File: config.mk
export PLATFORM = sky130hd
export DESIGN_NAME = instr_mem_loader
export DESIGN_NICKNAME = d
export VERILOG_FILES = /design/src/rtl/loader_pkg.sv /design/src/rtl/instr_mem_loader.sv
export SDC_FILE = /design/constraint.sdc
export NUM_CORES = 1
export LEC_CHECK = 0
export ABC_AREA = 1
export CAP_MARGIN = 10
export CORE_MARGIN = 5
export CORE_UTILIZATION = 30
export CTS_BUF_LIST = sky130_fd_sc_hd__clkbuf_16
export DETAILED_ROUTE_END_ITERATION = 8
export PLACE_DENSITY_LB_ADDON = 0.2
export SLEW_MARGIN = 20
export SYNTH_ARGS = -nofsm -noshare
export SYNTH_HDL_FRONTEND = slang
export SYNTH_SLANG_ARGS = --single-unit
File: constraint.sdc
create_clock -name clk -period 3.2 [get_ports clk]
set_clock_uncertainty 0.2 [all_clocks]
set_input_delay 0.64 -clock clk [delete_from_list [all_inputs] [get_ports clk]]
set_output_delay 0.64 -clock clk [all_outputs]
set_load 0.05 [all_outputs]
File: src/rtl/loader_pkg.sv
// Shared types and constants for the instruction-memory boot loader.
package loader_pkg;

    typedef enum logic [2:0] {
        IDLE,
        HDR,
        PAYLOAD,
        CHECK,
        DONE,
        ERROR
    } state_e;

    localparam int HDR_BYTES = 4;
    localparam int LEN_WIDTH = 32;

endpackage

File: src/rtl/instr_mem_loader.sv
// Boot-time stream-to-instruction-memory writer: length header, then payload bytes.
// Optional trailing XOR checksum byte when LOADER_CHECKSUM_EN is defined.
//
// state   | meaning
// IDLE    | after reset, waiting for start
// HDR     | collecting the 4-byte big-endian length
// PAYLOAD | writing payload bytes to consecutive addresses
// CHECK   | waiting for the checksum byte (checksum build only)
// DONE    | load complete, CPU released
// ERROR   | bad length or checksum, CPU stays held
module instr_mem_loader
    import loader_pkg::*;
#(
    parameter int          ADDRESS_WIDTH = 32,
    parameter int          DATA_WIDTH    = 8,
    parameter int          MEM_BYTES     = 64,
    parameter int unsigned BASE_ADDR     = 0
) (
    input  logic                     clk,
    input  logic                     rst_n,
    input  logic                     start,
    input  logic                     in_valid,
    input  logic [DATA_WIDTH-1:0]    in_data,
    output logic                     in_ready,
    output logic                     mem_we,
    output logic [ADDRESS_WIDTH-1:0] mem_addr,
    output logic [DATA_WIDTH-1:0]    mem_wdata,
    output logic                     busy,
    output logic                     done,
    output logic                     error,
    output logic                     cpu_hold
);

    localparam int HC_W = $clog2(HDR_BYTES);

    state_e                   state_q, state_d;
    logic                     in_ready_q, in_ready_d;
    logic                     mem_we_q, mem_we_d;
    logic [ADDRESS_WIDTH-1:0] mem_addr_q, mem_addr_d;
    logic [DATA_WIDTH-1:0]    mem_wdata_q, mem_wdata_d;
    logic [LEN_WIDTH-1:0]     len_q, len_d;
    logic [HC_W-1:0]          hdr_cnt_q, hdr_cnt_d;
    logic [LEN_WIDTH-1:0]     cnt_q, cnt_d;
    logic [LEN_WIDTH-1:0]     len_shift;
    logic                     xfer;
`ifdef LOADER_CHECKSUM_EN
    logic [DATA_WIDTH-1:0]    csum_q, csum_d;
`endif

    assign xfer = in_valid && in_ready_q;

    always_comb begin
        state_d     = state_q;
        mem_we_d    = 1'b0;
        mem_addr_d  = mem_addr_q;
        mem_wdata_d = mem_wdata_q;
        len_d       = len_q;
        hdr_cnt_d   = hdr_cnt_q;
        cnt_d       = cnt_q;
        len_shift   = {len_q[LEN_WIDTH-DATA_WIDTH-1:0], in_data};
`ifdef LOADER_CHECKSUM_EN
        csum_d      = csum_q;
`endif

        case (state_q)
            IDLE, DONE, ERROR: begin
                if (start) begin
                    state_d   = HDR;
                    hdr_cnt_d = '0;
                    len_d     = '0;
                    cnt_d     = '0;
`ifdef LOADER_CHECKSUM_EN
                    csum_d    = '0;
`endif
                end
            end
            HDR: begin
                if (xfer) begin
                    len_d     = len_shift;
                    hdr_cnt_d = hdr_cnt_q + HC_W'(1);
                    if (hdr_cnt_q == HC_W'(HDR_BYTES - 1)) begin
                        cnt_d = '0;
                        if (len_shift == '0) begin
                            state_d = DONE;
                        end else if (len_shift > LEN_WIDTH'(MEM_BYTES)) begin
                            state_d = ERROR;
                        end else begin
                            state_d = PAYLOAD;
                        end
                    end
                end
            end
            PAYLOAD: begin
                if (xfer) begin
                    mem_we_d    = 1'b1;
                    mem_addr_d  = ADDRESS_WIDTH'(BASE_ADDR) + ADDRESS_WIDTH'(cnt_q);
                    mem_wdata_d = in_data;
                    cnt_d       = cnt_q + LEN_WIDTH'(1);
`ifdef LOADER_CHECKSUM_EN
                    csum_d      = csum_q ^ in_data;
                    if (cnt_q == len_q - LEN_WIDTH'(1)) state_d = CHECK;
`else
                    if (cnt_q == len_q - LEN_WIDTH'(1)) state_d = DONE;
`endif
                end
            end
            CHECK: begin
`ifdef LOADER_CHECKSUM_EN
                if (xfer) state_d = (in_data == csum_q) ? DONE : ERROR;
`else
                state_d = IDLE;
`endif
            end
            default: state_d = IDLE;
        endcase

        // in_ready is registered, so it is derived from the state being entered.
        in_ready_d = (state_d == HDR) || (state_d == PAYLOAD) || (state_d == CHECK);
    end

    always_ff @(posedge clk or negedge rst_n) begin
        if (!rst_n) begin
            state_q     <= IDLE;
            in_ready_q  <= 1'b0;
            mem_we_q    <= 1'b0;
            mem_addr_q  <= '0;
            mem_wdata_q <= '0;
            len_q       <= '0;
            hdr_cnt_q   <= '0;
            cnt_q       <= '0;
        end else begin
            state_q     <= state_d;
            in_ready_q  <= in_ready_d;
            mem_we_q    <= mem_we_d;
            mem_addr_q  <= mem_addr_d;
            mem_wdata_q <= mem_wdata_d;
            len_q       <= len_d;
            hdr_cnt_q   <= hdr_cnt_d;
            cnt_q       <= cnt_d;
        end
    end

`ifdef LOADER_CHECKSUM_EN
    always_ff @(posedge clk or negedge rst_n) begin
        if (!rst_n) csum_q <= '0;
        else        csum_q <= csum_d;
    end
`endif

    assign in_ready  = in_ready_q;
    assign mem_we    = mem_we_q;
    assign mem_addr  = mem_addr_q;
    assign mem_wdata = mem_wdata_q;
    assign busy      = (state_q == HDR) || (state_q == PAYLOAD) || (state_q == CHECK);
    assign done      = (state_q == DONE);
    assign error     = (state_q == ERROR);
    // Decoded from the async-reset state so the hold asserts the moment rst_n drops.
    assign cpu_hold  = (state_q != DONE);

endmodule

Word-level counts from Yosys, hierarchy flattened
Index checks and enable logic that the tools add are counted.
Storage, ports and cells
  register bits: 111
  bits of input ports: 12
  output and inout bits: 46
  word-level logic and storage cells: 60
Operators by class
  $add $sub $neg: 3
  $lt $le $gt $ge: 1
  equality and inequality tests: 15
  mux-type cells: 20
  reductions and logical operators: 13
Operator list (number)
  $mux 32: 5
  $pmux 32 s3: 1
  $pmux 32 s2: 1
  $add 32x1->32 const B: 1
  $eq 32x32->1: 1
  $gt 32x7->1 const B: 1
  $logic_not 32->1: 1
  $sub 32x1->32 const B: 1
  $mux 3: 7
  $eq 3x2->1 const B: 4
  $pmux 3 s3: 1
  $ne 2x2->1 const B: 4
  $eq 3x1->1 const B: 2
  $eq 3x3->1 const B: 2
  $reduce_and 5->1: 1
  $logic_or 1x1->1: 4
  $mux 2: 2
  $pmux 2 s2: 1
  $logic_not 3->1: 1
  $ne 3x3->1 const B: 1
  $reduce_and 3->1: 1
  $reduce_bool 3->1: 1
  $reduce_or 3->1: 1
  $add 2x1->2 const B: 1
  5 further kinds: 6

Depth between registers and ports, before layout
  depth in word-level cells: 9
  gate-level depth with buffers: 16
  gate-level depth less buffers: 16

Least setup slack after synthesis
Ideal clock, no wire load.
  kind: reg2out
  start point: reg state_q[1]
  end point: out busy
  data arrival time: 1.603 ns
  data required time: 2.360 ns
  path slack: 0.757 ns
  cell stages (with the launch flop): 4
  path buffers: 1
  cells stage by stage: dfrtp_1 > buf_2 > inv_1 > o21ai_0
On the way
  longest elaborated chain between the ends: 3
  elaborated cells between the ends (all ways): 5
  those cells by class: 3 x eq/ne; 2 x reduce/logical
Ends and longest elaborated chain
  from (decl): RTL line instr_mem_loader.sv:36  | state_e state_q, state_d;
  from (signal assigned): RTL line instr_mem_loader.sv:132  | state_q <= state_d;
  $eq 3x1->1 or $eq 3x2->1 (tied branches): RTL line instr_mem_loader.sv:154  | assign busy = (state_q == HDR) || (state_q == PAYLOAD) || (state_q == CHECK);
  $logic_or 1x1->1: RTL line instr_mem_loader.sv:154
  $logic_or 1x1->1 (*): RTL line instr_mem_loader.sv:154
  to (decl): RTL line instr_mem_loader.sv:28  | output logic busy,
Mark *: on every way between the ends. The rest lies on a longest branch, timed or not.

Final worst setup path
  start point: reg len_q[0]
  end point: reg in_ready_q, in the netlist in_ready
On the way
  longest elaborated chain between the ends: 9
  elaborated cells between the ends (all ways): 16
  those cells by class: 1 x add/sub; 1 x order compare; 4 x eq/ne; 7 x mux; 3 x reduce/logical
Ends and longest elaborated chain
  from (decl): RTL line instr_mem_loader.sv:41  | logic [LEN_WIDTH-1:0] len_q, len_d;
  from (signal assigned): RTL line instr_mem_loader.sv:137  | len_q <= len_d;
  parallel branches: the longest is 5 deep, another holds $sub 32x1->32
  $pmux 3 s3 (*): RTL line instr_mem_loader.sv:65  | case (state_q)
  $eq 3x1->1 or $eq 3x2->1 (tied branches): RTL line instr_mem_loader.sv:118  | in_ready_d = (state_d == HDR) || (state_d == PAYLOAD) || (state_d == CHECK);
  $logic_or 1x1->1: RTL line instr_mem_loader.sv:118
  $logic_or 1x1->1 (*): RTL line instr_mem_loader.sv:118
  net in_ready_d: RTL line instr_mem_loader.sv:37  | logic in_ready_q, in_ready_d;
  to (signal assigned): RTL line instr_mem_loader.sv:133  | in_ready_q <= in_ready_d;
  to (decl): RTL line instr_mem_loader.sv:37
Mark *: on every way through the listed nets, which the timed path passes.
A chain may end at the register's enable or synchronous reset.

==> flow_metrics.tcl <==
set metrics [dict create \
    synth.avg_cell_area_um2 7.27 \
    clk_transition_reported_paths_ns 0.07 \
    relSlewSlack 0.462 \
    rows 53 \
    min_period_over_period 0.865 \
    period_needed_ns 2.77 \
    clk_latency_ns 0.36 \
    track_usage 0.162 \
    r2r_cells 16 \
    clock_path_buffers 2 \
    drt_first_pass_iters 5 \
    cts_tree "built" \
    peakVddDrop_mv 0.379 \
    whs_ns 0.0159 \
    numPortBuffers 57 \
    met2_usage 0.256 \
    setup-tns-final_ns 0 \
    fmax_mhz 361 \
    die_y_um 155 \
    cap_violations 0 \
    synth.top_cell.area_share 0.439 \
    setup_ws_ns 0.432 \
    wl_mm 19.0 \
    clock-sinks 111 \
    drt-vias-per-instance 4.77 \
    final_common_cell "nand2_1" \
    crit_type "flop to flop" \
    start_util 0.303 \
    grt_max_degree 61 \
    final_nets 944 \
    ios 58 \
    cp-end-kind "flop" \
    drc 0 \
    hold_path.class "input port to asynchronous set/reset pin" \
    grt.met1_usage 0.224 \
    numCtsBuffers 9 \
    synthesis.nets 886 \
    cts_post_setup_buffers_inserted 0 \
    layout_common_cells "nand2_1 (245), dfrtp_1 (111), nor2_1 (109), inv_1 (99), o21ai_0 (66)" \
    first_global_vias 5712 \
    hpwlAfterDp_mm 14.9 \
    worstPathRequired_ns 3.24 \
    gp_congestion 0.922 \
    leakage_nw 3.47 \
    switching_power_w 0.00214 \
    yosys_warnings 0 \
    syn-cell-area_um2 6330 \
    overflow 0 \
    finalSetupViolCount 0 \
    synth.yosys.seq_area_share 0.439 \
    worst_pin_slew_ns 0.800 \
    drive_above_1_share 0.0632 \
    power_density_nw_per_um2 656 \
    ys_top_cells_by_area "dfrtp_1 (44%), nand2_1 (15%), nor2_1 (6.5%)" \
    ys_seq_elements 111 \
    yosys.area.top_type "dfrtp_1" \
    cts.htree.levels 3 \
    grt_pass1_wl_mm 31.0 \
    core_area_um2 20900 \
    rsz0062_at_grt "false" \
    p_int_w 0.00282 \
    hold_viol_final 0 \
    p_seq_frac 0.358 \
    antenna_left 0 \
    post-place-ws_ns 0.249 \
    num_antenna_cells 0 \
    p_sw_frac 0.431 \
    worstPathArrival_ns 2.81 \
    die_width_um 155 \
    dieArea_um2 24100 \
    outcome "finished, final reports clean" \
    synthCells 871 \
    p_clk_frac 0.229 \
    cts-resized-gates 0 \
    ys_types 34 \
    vias 5766 \
    cts_hold_buf 0 \
    antenna_found_initial 0 \
    use_met3 0.0426 \
    clock-root-buffer "clkbuf_16" \
    syn_to_final_growth_pct 19.5 \
    slew_violations 0 \
    crit_fanout 7 \
    combPwrFrac 0.413 \
    startpoint_type "flop" \
    busiest_layer "met2" \
    drtIter0Drc 386 \
    post_drt_wl_per_cell_um 15.7 \
]
[metal layers]
metal | vias to the layer above | wire (um)
met2 | 139 | 8570
met5 | - | 0
met1 | 2672 | 9100
met4 | 0 | 299
met3 | 20 | 989
li1 | 2935 | -
[sequential cells by signal, indices dropped and copies added, names as in the netlist]
signal,count
mem_we,1
hdr_cnt_q,2
cnt_q,32
mem_addr,32
in_ready,1
mem_wdata,8
state_q,3
len_q,32
[Yosys cell counts]
master	n
a21o_1	1
a21oi_1	23
a21oi_2	1
buf_2	3
buf_4	1
clkbuf_1	20
clkinv_1	1
dfrtp_1	111
ha_1	3
inv_1	99
inv_2	5
nand2_1	245
nand2_2	2
nand2_4	1
nand3_1	43
nand3_2	5
nand3b_1	4
nand4_1	15
nor2_1	109
nor2_2	6
nor2_4	5
nor3_1	17
nor3_2	2
nor3_4	2
nor3b_1	1
nor4_1	10
o211a_1	1
o21ai_0	66
o21ai_1	2
o21bai_1	3
o22ai_1	29
o31ai_1	7
xnor2_1	10
xor2_1	18
[stage by stage]
stage	instance area, um^2	utilization	power (W)	instances
after floorplan	6330	-	0.00321	871
after global placement	7280	0.348	0.00384	1193
after detailed placement	7280	0.348	0.00384	1193
after CTS	7570	0.362	0.00499	1209
after global routing	7570	0.362	0.00538	1209
final	7570	0.362	0.00497	1209
[power by group through the flow]
stage	Clock [W]	Sequential [W]	Combinational, W
2_1_floorplan	0	0.00174	0.00146
4_1_cts	0.00116	0.00178	0.00205
3_5_place_dp	0	0.00181	0.00204
5_1_grt	0.00122	0.00180	0.00236
6_report	0.00114	0.00178	0.00205
3_3_place_gp	0	0.00181	0.00203
[final cells by class]
class                           instances  area, um^2
Multi-Input combinational cell        631        3060
Clock inverter                          7        63.8
Timing Repair Buffer                   71         698
Clock buffer                            9         225
Sequential cell                       111        2780
Tap cell                              275         344
Inverter                              105         394
Fill cell                            2255       13300
[critical path: stages (launching register included)]
cell and delay (ns):
dfrtp_1 0.40, inv_2 0.11, ha_1 0.20, nand3_1 0.16, nor2_1 0.24, nand2_1 0.21, o21ai_0 0.27, nand2_1 0.08
nand2_1 0.06, nand2_1 0.05, inv_1 0.05, nand2_1 0.05, nor2_1 0.12, buf_4 0.15, nand3_1 0.11, nand3_1 0.10
nand3_1 0.07
[logic make-up (layout without fill, tap and decap cells)]
| group | count (synthesis) | count (layout) | synth area share |
|---|---|---|---|
| AND/OR/NAND/NOR | 467 | 467 | 0.323 |
| AO/OA/AOI/OAI | 133 | 133 | 0.117 |
| flip-flops | 111 | 111 | 0.439 |
| XOR/XNOR | 28 | 28 | 0.0387 |
| buffers and inverters | 129 | 192 | 0.0776 |
| adder cells (fa/ha/maj) | 3 | 3 | 0.00593 |
[final timing paths]
kind | start | slack, ns | endpoint
setup / recovery | len_q[0] | 0.43 | in_ready
hold / removal | rst_n | 0.02 | mem_addr[18]
setup reg to reg | len_q[0] | 0.43 | in_ready
hold reg to reg | mem_addr[15] | 0.27 | mem_addr[15]
max in group asynchronous | rst_n | 2.11 | len_q[0]
min in group clk | mem_addr[15] | 0.27 | mem_addr[15]
No activity file was read; power rests on OpenSTA's default activity.
